===== config.mk =====
export PLATFORM = sky130hd
export DESIGN_NAME = instruction_fetch_stage_flat
export DESIGN_NICKNAME = d
export VERILOG_FILES = /design/src/rtl/riscv_pkg.sv /design/src/rtl/instruction_fetch_stage_if.sv /design/src/rtl/if_id_reg.sv /design/src/rtl/instruction_fetch_stage.sv /design/src/flat_wrapper.sv
export SDC_FILE = /design/constraint.sdc
export NUM_CORES = 1
export LEC_CHECK = 0
export ABC_AREA = 1
export CAP_MARGIN = 10
export CORE_MARGIN = 2
export CORE_UTILIZATION = 45
export CTS_CLUSTER_SIZE = 14
export DETAILED_ROUTE_END_ITERATION = 16
export PLACE_DENSITY = 0.76
export SLEW_MARGIN = 20
export SYNTH_ARGS = -nofsm -noshare
export SYNTH_HDL_FRONTEND = slang
export SYNTH_SLANG_ARGS = --single-unit
export TNS_END_PERCENT = 100

===== constraint.sdc =====
create_clock -name clk -period 2.1 [get_ports clk]
set_clock_uncertainty 0.15 [all_clocks]
set_input_delay 0.315 -clock clk [delete_from_list [all_inputs] [get_ports clk]]
set_output_delay 0.315 -clock clk [all_outputs]
set_load 0.01 [all_outputs]

===== src/rtl/riscv_pkg.sv =====
// Shared core definitions: data widths, the bubble encoding, the fetch FSM
// states and the IF/ID payload.
package riscv_pkg;

  localparam int unsigned XLEN = 64;
  localparam int unsigned ILEN = 32;
  localparam int unsigned CNTW = 32;

  localparam logic [ILEN-1:0] NOP_INST = 32'h0000_0013;

  typedef enum logic {
    RUN  = 1'b0,
    HALT = 1'b1
  } fetch_state_e;

  typedef struct packed {
    logic [XLEN-1:0] pc;
    logic [ILEN-1:0] inst;
  } fetch_pkt_t;

endpackage


===== src/rtl/instruction_fetch_stage_if.sv =====
// Fetch-stage bundle: hazard/redirect controls, instruction memory port and
// the IF/ID outputs. The slave side is the fetch stage itself.
interface instruction_fetch_stage_if;
  import riscv_pkg::*;

  logic            stall;
  logic            branch_taken;
  logic [XLEN-1:0] branch_target;
  logic [XLEN-1:0] Inst_Address;
  logic [ILEN-1:0] Instruction;
  logic [XLEN-1:0] if_id_pc;
  logic [ILEN-1:0] if_id_inst;
  logic            if_id_valid;
  logic            halted;
  logic            fetch_fault;
  logic [CNTW-1:0] fetch_count;

  modport master (
    output stall, branch_taken, branch_target, Instruction,
    input  Inst_Address, if_id_pc, if_id_inst, if_id_valid,
           halted, fetch_fault, fetch_count
  );

  modport slave (
    input  stall, branch_taken, branch_target, Instruction,
    output Inst_Address, if_id_pc, if_id_inst, if_id_valid,
           halted, fetch_fault, fetch_count
  );

endinterface


===== src/rtl/if_id_reg.sv =====
// IF/ID pipeline register. Priority: reset > flush (bubble) > hold > load.
module if_id_reg
  import riscv_pkg::*;
#(
  parameter logic [ILEN-1:0] BUBBLE_INST = NOP_INST
) (
  input  logic            clk,
  input  logic            reset,
  input  logic            hold_i,
  input  logic            flush_i,
  input  fetch_pkt_t      load_i,
  output logic [XLEN-1:0] pc_o,
  output logic [ILEN-1:0] inst_o,
  output logic            valid_o
);

  logic [XLEN-1:0] pc_q;
  logic [ILEN-1:0] inst_q;
  logic            valid_q;

  // A flushed slot keeps the PC it was squashed at, purely as a debug aid.
  always_ff @(posedge clk) begin
    if (reset) begin
      pc_q    <= '0;
      inst_q  <= BUBBLE_INST;
      valid_q <= 1'b0;
    end else if (flush_i) begin
      pc_q    <= load_i.pc;
      inst_q  <= BUBBLE_INST;
      valid_q <= 1'b0;
    end else if (!hold_i) begin
      pc_q    <= load_i.pc;
      inst_q  <= load_i.inst;
      valid_q <= 1'b1;
    end
  end

  assign pc_o    = pc_q;
  assign inst_o  = inst_q;
  assign valid_o = valid_q;

endmodule


===== src/rtl/instruction_fetch_stage.sv =====
// IF stage: owns the PC, the RUN/HALT fetch FSM, the sticky misalignment
// fault and the fetch counter; IF/ID storage lives in if_id_reg.
module instruction_fetch_stage #(
  parameter logic [riscv_pkg::XLEN-1:0] RESET_PC  = 64'h0,
  parameter int unsigned                MEM_BYTES = 88,
  parameter logic [riscv_pkg::ILEN-1:0] NOP_INST  = riscv_pkg::NOP_INST
) (
  input  logic                       clk,
  input  logic                       reset,
  instruction_fetch_stage_if.slave   fif
);

  localparam int unsigned XLEN = riscv_pkg::XLEN;
  localparam int unsigned CNTW = riscv_pkg::CNTW;
  localparam logic [XLEN-1:0] MEM_LIMIT = XLEN'(MEM_BYTES);
  localparam logic [XLEN-1:0] PC_STEP   = XLEN'(4);

  riscv_pkg::fetch_state_e state_q;
  logic [XLEN-1:0]         pc_q;
  logic                    fault_q;
  logic [CNTW-1:0]         count_q;

  logic                    in_range_c;
  logic                    misaligned_c;
  logic                    running_c;
  logic                    capture_c;
  logic                    hold_c;
  logic                    flush_c;
  riscv_pkg::fetch_pkt_t   pkt_c;

  assign in_range_c   = (pc_q < MEM_LIMIT);
  assign misaligned_c = |fif.branch_target[1:0];
  assign running_c    = (state_q == riscv_pkg::RUN);
  assign capture_c    = running_c && !fif.branch_taken && !fif.stall && in_range_c;
  assign hold_c       = !capture_c;
  // Redirects squash the wrong-path fetch; running off the image drops one bubble.
  assign flush_c      = fif.branch_taken || (running_c && !fif.stall && !in_range_c);
  assign pkt_c        = '{pc: pc_q, inst: fif.Instruction};

  always_ff @(posedge clk) begin
    if (reset) begin
      state_q <= riscv_pkg::RUN;
      pc_q    <= RESET_PC;
      fault_q <= 1'b0;
      count_q <= '0;
    end else if (fif.branch_taken) begin
      if (misaligned_c) begin
        fault_q <= 1'b1;
        state_q <= riscv_pkg::HALT;
      end else if (fault_q) begin
        state_q <= riscv_pkg::HALT;
      end else begin
        // Out-of-image aligned targets are accepted; RUN halts on the next cycle.
        pc_q    <= fif.branch_target;
        state_q <= riscv_pkg::RUN;
      end
    end else if (!fif.stall && running_c) begin
      if (in_range_c) begin
        pc_q <= pc_q + PC_STEP;
        if (count_q != '1) begin
          count_q <= count_q + CNTW'(1);
        end
      end else begin
        state_q <= riscv_pkg::HALT;
      end
    end
  end

  if_id_reg #(
    .BUBBLE_INST (NOP_INST)
  ) u_if_id (
    .clk     (clk),
    .reset   (reset),
    .hold_i  (hold_c),
    .flush_i (flush_c),
    .load_i  (pkt_c),
    .pc_o    (fif.if_id_pc),
    .inst_o  (fif.if_id_inst),
    .valid_o (fif.if_id_valid)
  );

  assign fif.Inst_Address = pc_q;
  assign fif.halted       = (state_q == riscv_pkg::HALT);
  assign fif.fetch_fault  = fault_q;
  assign fif.fetch_count  = count_q;

endmodule


===== src/flat_wrapper.sv =====
// flat-port wrapper written by rule: the top's interface ports become plain ports
module instruction_fetch_stage_flat 
#(
  parameter logic [riscv_pkg::XLEN-1:0] RESET_PC  = 64'h0,
  parameter int unsigned                MEM_BYTES = 88,
  parameter logic [riscv_pkg::ILEN-1:0] NOP_INST  = riscv_pkg::NOP_INST
)
  (clk, reset, fif_stall, fif_branch_taken, fif_branch_target, fif_Instruction, fif_Inst_Address, fif_if_id_pc, fif_if_id_inst, fif_if_id_valid, fif_halted, fif_fetch_fault, fif_fetch_count);
  instruction_fetch_stage_if fif_i ();
  input  logic clk;
  input  logic reset;
  input wire logic [$bits(fif_i.stall)-1:0] fif_stall;
  input wire logic [$bits(fif_i.branch_taken)-1:0] fif_branch_taken;
  input wire logic [$bits(fif_i.branch_target)-1:0] fif_branch_target;
  input wire logic [$bits(fif_i.Instruction)-1:0] fif_Instruction;
  output wire logic [$bits(fif_i.Inst_Address)-1:0] fif_Inst_Address;
  output wire logic [$bits(fif_i.if_id_pc)-1:0] fif_if_id_pc;
  output wire logic [$bits(fif_i.if_id_inst)-1:0] fif_if_id_inst;
  output wire logic [$bits(fif_i.if_id_valid)-1:0] fif_if_id_valid;
  output wire logic [$bits(fif_i.halted)-1:0] fif_halted;
  output wire logic [$bits(fif_i.fetch_fault)-1:0] fif_fetch_fault;
  output wire logic [$bits(fif_i.fetch_count)-1:0] fif_fetch_count;
  assign fif_i.stall = fif_stall;
  assign fif_i.branch_taken = fif_branch_taken;
  assign fif_i.branch_target = fif_branch_target;
  assign fif_i.Instruction = fif_Instruction;
  assign fif_Inst_Address = fif_i.Inst_Address;
  assign fif_if_id_pc = fif_i.if_id_pc;
  assign fif_if_id_inst = fif_i.if_id_inst;
  assign fif_if_id_valid = fif_i.if_id_valid;
  assign fif_halted = fif_i.halted;
  assign fif_fetch_fault = fif_i.fetch_fault;
  assign fif_fetch_count = fif_i.fetch_count;
  instruction_fetch_stage #(.RESET_PC(RESET_PC), .MEM_BYTES(MEM_BYTES), .NOP_INST(NOP_INST)) u_core (.clk(clk), .reset(reset), .fif(fif_i));
endmodule

==> results by group <==
Critical path
  – Worst Reg-to-Reg Cells: 12
  – Critical path's slowest cell: dfxtp_2
  – Setup CP Type: reg -> reg
  – CP Data Required Time: 2.28 ns
  – Origin of the critical flop-to-flop path: u_core.fif.Inst_Address[31]
  – Critical path, cell by cell: nor2_2 > buf_4 > nand2_1 > nor2_1 > nand2_1 > nor2_4 > nand2_1 > a21oi_2 > nand2_2 > buf_12 > inv_1 > nand3_1
  – Worst Setup Start Kind: register
  – FF-to-FF End: u_core.u_if_id.inst_o[1]
  – Maximum fanout along the worst path: 31
  – Worst path top cell family by delay: simple AND/OR/NAND/NOR gates
  – Crit path capture type: register
  – Crit path DAT: 2.26 ns
  – Slowest stage delay, CP: 0.33 ns
  – CP most frequent cell: nand2_1
  – Worst reg2reg setup slack: 0.02 ns
  – Buf/Inv on CP: 3

Yosys
  – Netlist cell types: 33
  – Average size of a mapped cell: 6.25 um^2
  – Largest cells by area after synthesis: dfxtp_1 38%, nand2_1 17%, nor2_1 11%, a21oi_1 8.1%, nand3_1 5.6%
  – Seq cells post-synth: 195
  – Ys flop type: dfxtp_1
  – Yosys Warn Count: 0
  – Area share of the largest cell type after synthesis: 37.9%
  – Sequential area share after synthesis: 37.9%
  – Post-synth EDFFs: 0
  – Mapped cell area: 10300 um^2
  – Mapped Cells: 1647
  – Area leader, netlist: dfxtp_1
  – FFs w/ async S/R, synth: 0%
  – Net count after synthesis: 1749

Die
  – Initial Utilization: 45.6%
  – Die ar.: 24100 um^2
  – I/O pin count: 295
  – Core area: 22600 um^2
  – Die height: 155 um
  – Die Wd: 155 um
  – Rows: 55

Route
  – TritonRoute pass-1 iters: 7
  – Met2 wire length: 20400 um
  – Iter 0 DRT Violations: 1176
  – Final ANT Viol Nets: 0
  – WL met1: 18700 um
  – Top layer reached by signal wires: met4
  – Met3 Routed Length: 3190 um
  – Via density per instance: 5.42
  – Vias: 12900
  – DRC Markers: 0
  – Wire per inst: 18.3 um
  – Total routed wirelength: 43500 um

STA
  – Post-layout min period: 2.08 ns
  – Unrepaired setup endpoints after global routing: true
  – Setup ws final: 0.0191 ns
  – Fin crit share: 99.1%
  – Slew @ Worst Pin: 0.901 ns
  – Final Setup Violations: 0
  – Setup TNS: 0 ns
  – Final hold violations: 0
  – Relative slew slack: 39.9%
  – Max-slew violation count: 0
  – Worst hold slack: 0.249 ns
  – Highest clock rate: 481 MHz

Clock network
  – Htree depth: 4
  – TritonCTS sink count: 195
  – Cts bufs inserted: 17
  – Clock latency on the worst-skew pair: 0.45 ns
  – Root Buffer: clkbuf_16
  – Worst-path clk slew: 0.08 ns
  – Max Root-Sink Buffers: 2
  – CTS tree: done

Pwr
  – PnR Total Power: 8880 uW
  – Maximum VDD drop: 514 uV
  – Leakage: 0.00613 uW
  – Power per cell area: 557 nW/um^2

Run
  – Max capacitance violation total: 0

Global routing
  – Initial antenna violation count: 0
  – Gr ovfl total: 0
  – Vias in the first global route: 11700
  – First-pass GRT wire length: 64000 um
  – Largest net degree at the start of global routing: 73
  – Tot GR Track Use: 33.6%

Placement
  – DP Wirelength: 31500 um
  – Port Buf Inserts: 294
  – GP Congestion: 0.979
  – Place WS: -0.115 ns

Hold path
  – Worst Hold Depth: 5
  – HP Start: reset
  – WHS Endpoint: u_core.fif.Inst_Address[13]
  – Min-delay worst type: in -> reg

Finish
  – Most frequent cells in the layout: 463 x nand2_1, 289 x clkdlybuf4s50_1, 264 x nor2_1, 173 x dfxtp_1, 165 x buf_4
  – Core Util, Final: 70.6%
  – Leading cell type in the layout, fill and taps excluded: nand2_1
  – Layout area overhead: 54.8%
  – Layout cell share with drive strength beyond 1: 16.5%
  – Number of antenna cells inserted: 0
  – Nets: 2177

Status
  – Status: finished, final reports clean
-- layout make-up --
| cell class | instances | area (um^2) |
|---|---|---|
| Sequential cell | 195 | 3930 |
| Clock buffer | 18 | 429 |
| Timing Repair Buffer | 484 | 4650 |
| Tap cell | 285 | 357 |
| Fill cell | 2016 | 6640 |
| Inverter | 95 | 380 |
| Multi-Input combinational cell | 1282 | 6000 |
| Clock inverter | 14 | 183 |
-- how the worst max path moves through the flow --
stage | slack, ns | to | cells after the start | from
floorplan | 0.08 | u_core.fif.fetch_count[10] | 11 | u_core.fif.fetch_count[0]
global placement | -0.10 | u_core.fif.Inst_Address[55] | 10 | u_core.fif.Inst_Address[22]
detailed placement | -0.11 | u_core.fif.Inst_Address[55] | 10 | u_core.fif.Inst_Address[22]
CTS | -0.03 | u_core.fif.Inst_Address[61] | 12 | u_core.fif.Inst_Address[7]
global route | -0.03 | u_core.u_if_id.inst_o[4] | 12 | u_core.fif.Inst_Address[31]
finish | 0.02 | u_core.u_if_id.inst_o[1] | 12 | u_core.fif.Inst_Address[31]
-- cell families (layout without fill, tap and decap cells) --
kind of cell | count (synthesis) | count (layout) | share of synthesized area [%]
buffers and inverters | 172 | 611 | 6.99
multiplexers | 4 | 4 | 0.389
XOR/XNOR | 19 | 19 | 1.62
adder cells (fa/ha/maj) | 2 | 2 | 0.243
AND/OR/NAND/NOR | 969 | 971 | 38.6
AO/OA/AOI/OAI | 286 | 286 | 14.2
flip-flops | 195 | 195 | 37.9
-- stage by stage --
step | instances | area [um^2]
floorplan | 1647 | 10300
global placement | 2317 | 14600
detailed placement | 2317 | 14600
CTS | 2350 | 15300
global route | 2373 | 15900
finish | 2373 | 15900
-- cells in the mapped netlist, types with 14 or more instances --
cell type	number
nand2_1	470
nand3_1	115
inv_1	92
o21ai_0	109
dfxtp_1	195
clkbuf_1	52
or2_2	18
buf_2	14
xor2_1	14
a21oi_1	166
nor2_1	311
nand4_1	22
-- worst min-delay path: cells and delay by family --
kind	cells	cell delay (ns)
buffers and inverters	3	0.32
and+or+nand+nor	2	0.14
-- repair_timing --
item	4_1_cts	5_1_grt
cloned	1	9
setup buffers	0	14
endpoints found under the setup margin	71	131
resized for setup	17	123
hold buffers	0	0
pin swaps	0	20
-- where the power goes --
group          internal (uW)  total, uW  switching [uW]
registers               3830       3930             101
clock network           1630       3410            1780
logic                    743       1530             787
total                   6210       8880            2670
-- state kept, by name, summed over array words and instances, names as in the netlist --
signal,cells
u_core.fif.Inst_Address,64
u_core.fif.fetch_count,32
u_core.fif.fetch_fault,1
u_core.fif.halted,1
u_core.u_if_id.inst_o,32
u_core.u_if_id.pc_o,64
u_core.u_if_id.valid_o,1
-- routing by layer --
layer  up-vias  track usage, %
met1      5969            45.4
li1       6179               -
met4         0            10.1
met3        95            4.85
met5         -               0
met2       607            56.0
Note: power is estimated with default switching activity, not from simulation.
